<file path="src/rtl/tank_pkg.sv">
// Shared definitions for the tank AI: HID key codes, FSM state encoding and
// movement directions, plus helpers that map directions to keys.
package tank_pkg;

  localparam logic [7:0] KeyNone  = 8'h00;
  localparam logic [7:0] KeyUp    = 8'h1A;
  localparam logic [7:0] KeyDown  = 8'h16;
  localparam logic [7:0] KeyLeft  = 8'h04;
  localparam logic [7:0] KeyRight = 8'h07;
  localparam logic [7:0] KeyFire  = 8'h2C;

  typedef enum logic [2:0] {
    StIdle    = 3'd0,
    StChase   = 3'd1,
    StAim     = 3'd2,
    StFire    = 3'd3,
    StBackoff = 3'd4
  } ai_state_t;

  typedef enum logic [2:0] {
    DirUp    = 3'd1,
    DirRight = 3'd2,
    DirLeft  = 3'd3,
    DirDown  = 3'd4
  } dir_t;

  function automatic logic [7:0] dir_key(dir_t d);
    case (d)
      DirUp:    dir_key = KeyUp;
      DirRight: dir_key = KeyRight;
      DirLeft:  dir_key = KeyLeft;
      DirDown:  dir_key = KeyDown;
      default:  dir_key = KeyNone;
    endcase
  endfunction

  function automatic dir_t dir_opposite(dir_t d);
    case (d)
      DirUp:    dir_opposite = DirDown;
      DirRight: dir_opposite = DirLeft;
      DirLeft:  dir_opposite = DirRight;
      DirDown:  dir_opposite = DirUp;
      default:  dir_opposite = DirDown;
    endcase
  endfunction

endpackage

</file>
<file path="src/rtl/frame_tick.sv">
// Brings an asynchronous frame strobe into the clk domain and turns each of
// its rising edges into a single-cycle tick.
//   clk       : system clock
//   rst       : asynchronous active-high reset
//   frame_clk : asynchronous frame strobe
//   tick      : one-clk pulse per frame_clk rising edge (2-3 clks of latency)
module frame_tick (
  input  logic clk,
  input  logic rst,
  input  logic frame_clk,
  output logic tick
);

  logic sync1_q, sync2_q, prev_q;

  always_ff @(posedge clk or posedge rst) begin
    if (rst) begin
      sync1_q <= 1'b0;
      sync2_q <= 1'b0;
      prev_q  <= 1'b0;
    end else begin
      sync1_q <= frame_clk;
      sync2_q <= sync1_q;
      prev_q  <= sync2_q;
    end
  end

  assign tick = sync2_q & ~prev_q;

endmodule

</file>
<file path="src/rtl/tank_ai.sv">
// Frame-driven opponent AI: chases the target, aligns on one axis, fires when
// the gun is cooled and no bullet is in flight, and reverses after wall hits.
//   Clk, Reset         : system clock, asynchronous active-high reset
//   frame_clk          : asynchronous frame strobe
//   enable             : AI drives the tank when high
//   self_X/Y, target_X/Y : top-left positions of own and opponent tank
//   collides           : own tank overlaps a wall this cycle
//   hit                : own bullet state, 2'b00 means no bullet on screen
//   keycode            : key driven into the tank controller
//   ai_state           : current FSM state for debug
module tank_ai
  import tank_pkg::*;
#(
  parameter int unsigned ALIGN_TOL      = 4,
  parameter int unsigned FIRE_COOLDOWN  = 30,
  parameter int unsigned BACKOFF_FRAMES = 16
) (
  input  logic       Clk,
  input  logic       Reset,
  input  logic       frame_clk,
  input  logic       enable,
  input  logic [9:0] self_X,
  input  logic [9:0] self_Y,
  input  logic [9:0] target_X,
  input  logic [9:0] target_Y,
  input  logic       collides,
  input  logic [1:0] hit,
  output logic [7:0] keycode,
  output logic [2:0] ai_state
);

  localparam int unsigned BoW = $clog2(BACKOFF_FRAMES + 1);
  localparam logic [9:0]     Tol      = 10'(ALIGN_TOL);
  localparam logic [5:0]     CoolLoad = 6'(FIRE_COOLDOWN);
  // Entry tick already drives the reverse key, so the counter covers the rest.
  localparam logic [BoW-1:0] BoffLoad = BoW'(BACKOFF_FRAMES - 1);

  logic tick;

  frame_tick u_frame_tick (
    .clk       (Clk),
    .rst       (Reset),
    .frame_clk (frame_clk),
    .tick      (tick)
  );

  ai_state_t      state_q, state_d;
  logic [7:0]     key_q, key_d;
  logic [5:0]     cool_q, cool_d;
  logic [BoW-1:0] boff_q, boff_d;
  logic           collide_q, collide_d;
  logic           swap_q, swap_d;
  dir_t           last_q, last_d;

  // 11-bit differences cannot wrap for 10-bit coordinates.
  logic [10:0] dx, dy, ndx, ndy;
  logic [9:0]  adx, ady;
  logic        aligned, use_x, collide_now;
  dir_t        move_dir, aim_dir;

  assign dx  = {1'b0, target_X} - {1'b0, self_X};
  assign dy  = {1'b0, target_Y} - {1'b0, self_Y};
  assign ndx = -dx;
  assign ndy = -dy;
  assign adx = dx[10] ? ndx[9:0] : dx[9:0];
  assign ady = dy[10] ? ndy[9:0] : dy[9:0];

  assign aligned     = (adx <= Tol) || (ady <= Tol);
  assign use_x       = (adx > ady) || ((adx == ady) && !swap_q);
  assign move_dir    = use_x ? (dx[10] ? DirLeft : DirRight) : (dy[10] ? DirUp : DirDown);
  assign aim_dir     = (adx <= Tol) ? (dy[10] ? DirUp : DirDown)
                                    : (dx[10] ? DirLeft : DirRight);
  // A collision in the same cycle as the tick still counts for that tick.
  assign collide_now = collide_q | collides;

  always_comb begin
    state_d   = state_q;
    key_d     = key_q;
    cool_d    = cool_q;
    boff_d    = boff_q;
    collide_d = collide_q | collides;
    swap_d    = swap_q;
    last_d    = last_q;

    if (tick) begin
      collide_d = 1'b0;
      cool_d    = (cool_q == 6'd0) ? 6'd0 : cool_q - 6'd1;
      case (state_q)
        StIdle: begin
          key_d = KeyNone;
          if (enable) state_d = StChase;
        end
        StChase: begin
          if (collide_now) begin
            state_d = StBackoff;
            key_d   = dir_key(dir_opposite(last_q));
            boff_d  = BoffLoad;
          end else if (aligned) begin
            state_d = StAim;
            key_d   = KeyNone;
          end else begin
            key_d  = dir_key(move_dir);
            last_d = move_dir;
          end
        end
        StAim: begin
          if (collide_now) begin
            state_d = StBackoff;
            key_d   = dir_key(dir_opposite(last_q));
            boff_d  = BoffLoad;
          end else begin
            key_d  = dir_key(aim_dir);
            last_d = aim_dir;
            if (!aligned)                               state_d = StChase;
            else if ((cool_q == 6'd0) && (hit == 2'b00)) state_d = StFire;
          end
        end
        StFire: begin
          key_d   = KeyFire;
          cool_d  = CoolLoad;
          swap_d  = 1'b0;
          state_d = StChase;
        end
        StBackoff: begin
          if (boff_q != '0) begin
            key_d  = dir_key(dir_opposite(last_q));
            boff_d = boff_q - BoW'(1);
          end else begin
            key_d   = KeyNone;
            swap_d  = ~swap_q;
            state_d = StChase;
          end
        end
        default: begin
          key_d   = KeyNone;
          state_d = StIdle;
        end
      endcase
    end

    // Disable wins immediately, independent of the frame tick.
    if (!enable) begin
      state_d = StIdle;
      key_d   = KeyNone;
    end
  end

  always_ff @(posedge Clk or posedge Reset) begin
    if (Reset) begin
      state_q   <= StIdle;
      key_q     <= KeyNone;
      cool_q    <= 6'd0;
      boff_q    <= '0;
      collide_q <= 1'b0;
      swap_q    <= 1'b0;
      last_q    <= DirUp;
    end else begin
      state_q   <= state_d;
      key_q     <= key_d;
      cool_q    <= cool_d;
      boff_q    <= boff_d;
      collide_q <= collide_d;
      swap_q    <= swap_d;
      last_q    <= last_d;
    end
  end

  assign keycode  = key_q;
  assign ai_state = state_q;

endmodule

</file>
<file path="config.mk">
export PLATFORM = sky130hd
export DESIGN_NAME = tank_ai
export DESIGN_NICKNAME = d
export VERILOG_FILES = /design/src/rtl/tank_pkg.sv /design/src/rtl/frame_tick.sv /design/src/rtl/tank_ai.sv
export SDC_FILE = /design/constraint.sdc
export NUM_CORES = 1
export LEC_CHECK = 0
export ABC_AREA = 1
export BUFFER_PORTS_ARGS = -buffer_cell sky130_fd_sc_hd__buf_2
export CAP_MARGIN = 20
export CORE_ASPECT_RATIO = 1.5
export CORE_UTILIZATION = 50
export DETAILED_ROUTE_END_ITERATION = 16
export PLACE_DENSITY_LB_ADDON = 0.25
export SLEW_MARGIN = 20
export SYNTH_ARGS = -nofsm -noshare
export SYNTH_HDL_FRONTEND = slang
export SYNTH_SLANG_ARGS = --single-unit
</file>
<file path="constraint.sdc">
create_clock -name Clk -period 2.34 [get_ports Clk]
set_input_delay 0.468 -clock Clk [delete_from_list [all_inputs] [get_ports Clk]]
set_output_delay 0.468 -clock Clk [all_outputs]
set_load 0.1 [all_outputs]
</file>
==> results.json <==
{
  "tns_ps": -11310,
  "arrival_ps": 3830,
  "worstSetupEndpointType": "register",
  "drt_iter0_drc": 209,
  "place_hpwl_mm": 8.31,
  "ys_top_cells_by_area": "nand2_1 (19%), dfrtp_1 (17%), inv_1 (12%)",
  "remaining_drc_errors": 0,
  "setup_slack_ps": -1270,
  "max_freq_mhz": 277,
  "p_per_area_nw_per_um2": 504,
  "initial_utilization_pct": 52.4,
  "synthFlopType": "dfrtp_1",
  "grt_overflow": 0,
  "dp_cells": 872,
  "antenna_found_initial": 0,
  "vias": 4442,
  "fin_hold_ws_ps": 219,
  "cp_max_fo": 4,
  "io_buffers": 55,
  "cts_root_buf": "clkbuf_8",
  "final_cell_mix": "nand2_1 (190), inv_1 (114), buf_4 (92)",
  "slew_headroom_pct": 63.9,
  "rsz0062_at_grt": "yes",
  "clk_pin_slew_ps": 90,
  "n_fill_cell": 650,
  "hold_violations": 0,
  "layout.nets": 876,
  "cts_buffer_depth": 2,
  "cts_tree": "built",
  "tightestPinTransition_ps": 540,
  "stdcell_count": 890,
  "grt_pass1_vias": 4433,
  "grt_start_max_net_pins": 16,
  "synthesis.area_um2": 3860,
  "grt_pass1_wl_mm": 17.3,
  "yosys_warnings": 0,
  "numCtsBuffers": 3,
  "final_common_cell": "nand2_1",
  "critPathLaunchType": "input port",
  "violations": "setup timing",
  "finalPower_mw": 2.66,
  "grtUsageTotal_pct": 26.0,
  "drv_slew": 0,
  "gp_congestion": 0.889,
  "clk_latency_ps": 280,
  "synth-edff-count": 0,
  "synth_top_area_share_pct": 19.4,
  "die_w_um": 73.8,
  "synth_async_sr_flop_share_pct": 100,
  "yosysUniqueCellTypes": 39,
  "max_stage_delay_ps": 440,
  "critical_path_required_ps": 2560,
  "multiInputGateArea_um2": 2840,
  "status": "complete, but fails checks",
  "h-tree-depth": 1,
  "dr.pass1.iters": 4,
  "ys_ff_latch": 28,
  "wl_per_cell_um": 11.5,
  "insertedDiodeCount": 0,
  "place_ws_ps": -1610,
  "fin_crit_sh_pct": 154,
  "grtUsageMet3_pct": 1.65,
  "routed_wl_mm": 10.2,
  "avgSynthCellArea_um2": 6.04,
  "die_height_um": 110,
  "clock_sinks": 28,
  "viasPerCell": 4.99,
  "grtUsageMet1_pct": 25.8,
  "busiest_layer": "met2",
  "period_needed_ps": 3610,
  "pin_count": 58,
  "vdd_ir_drop_max_mv": 0.261,
  "critPathKind": "in -> reg",
  "detail-route-antenna-nets": 0,
  "min_path_type": "in -> async",
  "seq_area_um2": 706,
  "ys_seq_area_share_pct": 18.2,
  "dieArea_um2": 8090,
  "setup_viol": 11,
  "max_cap_violations": 0,
  "synth_top_cell_by_area": "nand2_1",
  "cpMostUsedCell": "nand2_1",
  "drive_gt1_share_pct": 32.7,
  "skew_ps": 4.05,
  "leakage_nw": 3.08,
  "slowest_stage": "fa_2",
  "row_count": 38,
  "syn_to_final_growth_pct": 36.8,
  "synth_cells": 640,
  "core_um2": 7370,
  "met2_usage_pct": 54.9
}
-- per-layer routing --
layer	vias to the layer above	share of wire, %
met1	2057	38
met3	26	1.9
li1	2296	-
met5	-	0
met2	63	57
met4	0	2.5
-- worst paths after layout --
kind                       slack, ps            startpoint              endpoint  depth (start not counted)
min                              220                 Reset             cool_q[5]                          2
min in group Clk                 300             frame_clk  u_frame_tick.sync1_q                          1
max reg2reg                      450           ai_state[0]             boff_q[4]                         10
max in group asynchronous       1470                 Reset             last_q[0]                          3
min reg2reg                      370  u_frame_tick.sync1_q  u_frame_tick.sync2_q                          0
max                            -1270           target_X[0]            keycode[2]                         32
-- synthesized netlist by cell type, types with 6 or more instances --
cell and number:
nand2_1 200, inv_1 125, nor2_1 50, nand3_1 48, ha_1 36, dfrtp_1 27
a21oi_1 19, o21ai_0 19, nand4_1 15, nand2_2 13, nor2_2 7, o21bai_1 7
nand3_2 6, nand3b_1 6
-- cells by family after synthesis --
family                   count (synthesis)  synth area share (%)
AO/OA/AOI/OAI                           58                  8.77
XOR/XNOR                                 5                  1.13
adder cells (fa/ha/maj)                 38                  12.7
buffers and inverters                  139                  14.2
flip-flops                              28                  18.2
other                                    1                0.0970
AND/OR/NAND/NOR                        371                  44.9
-- where the power goes --
group	switching, mW	internal [mW]	total (mW)
registers	0.0411	0.564	0.605
logic	0.992	0.770	1.76
clock network	0.145	0.151	0.296
total	1.18	1.48	2.66
-- flip-flops by register name, summed over array words and instances, names as in the netlist --
name                  flops
cool_q                    6
keycode                   6
boff_q                    5
ai_state                  3
last_q                    3
collide_q                 1
swap_q                    1
u_frame_tick.prev_q       1
u_frame_tick.sync1_q      1
u_frame_tick.sync2_q      1
-- final cells by class --
| cell class | instances | share of cell area [%] |
|---|---|---|
| Multi-Input combinational cell | 474 | 53.7 |
| Timing Repair Buffer | 151 | 19.7 |
| Sequential cell | 28 | 13.3 |
| Inverter | 133 | 9.87 |
| Tap cell | 100 | 2.37 |
| Clock buffer | 4 | 1.04 |
-- metrics by stage --
step           cell area, µm²  util [%]
2_1_floorplan            3960         -
3_3_place_gp             4930      66.9
3_5_place_dp             4930      66.9
4_1_cts                  5080      69.0
5_1_grt                  5290      71.7
6_report                 5290      71.7
-- critical path, delay by kind of cell --
| family | cells | cell delay [ps] |
|---|---|---|
| adders and majority gates | 4 | 1000 |
| buffers and inverters | 7 | 390 |
| and+or+nand+nor | 21 | 1970 |
-- timing repair --
item / CTS / global route
hold buffers: 0 / 0
endpoints found under the setup margin: 11 / 11
resized for setup: 18 / 34
buffers inserted: 6 / 8
pin swaps: 29 / 37
No activity file was read; power rests on OpenSTA's default activity.
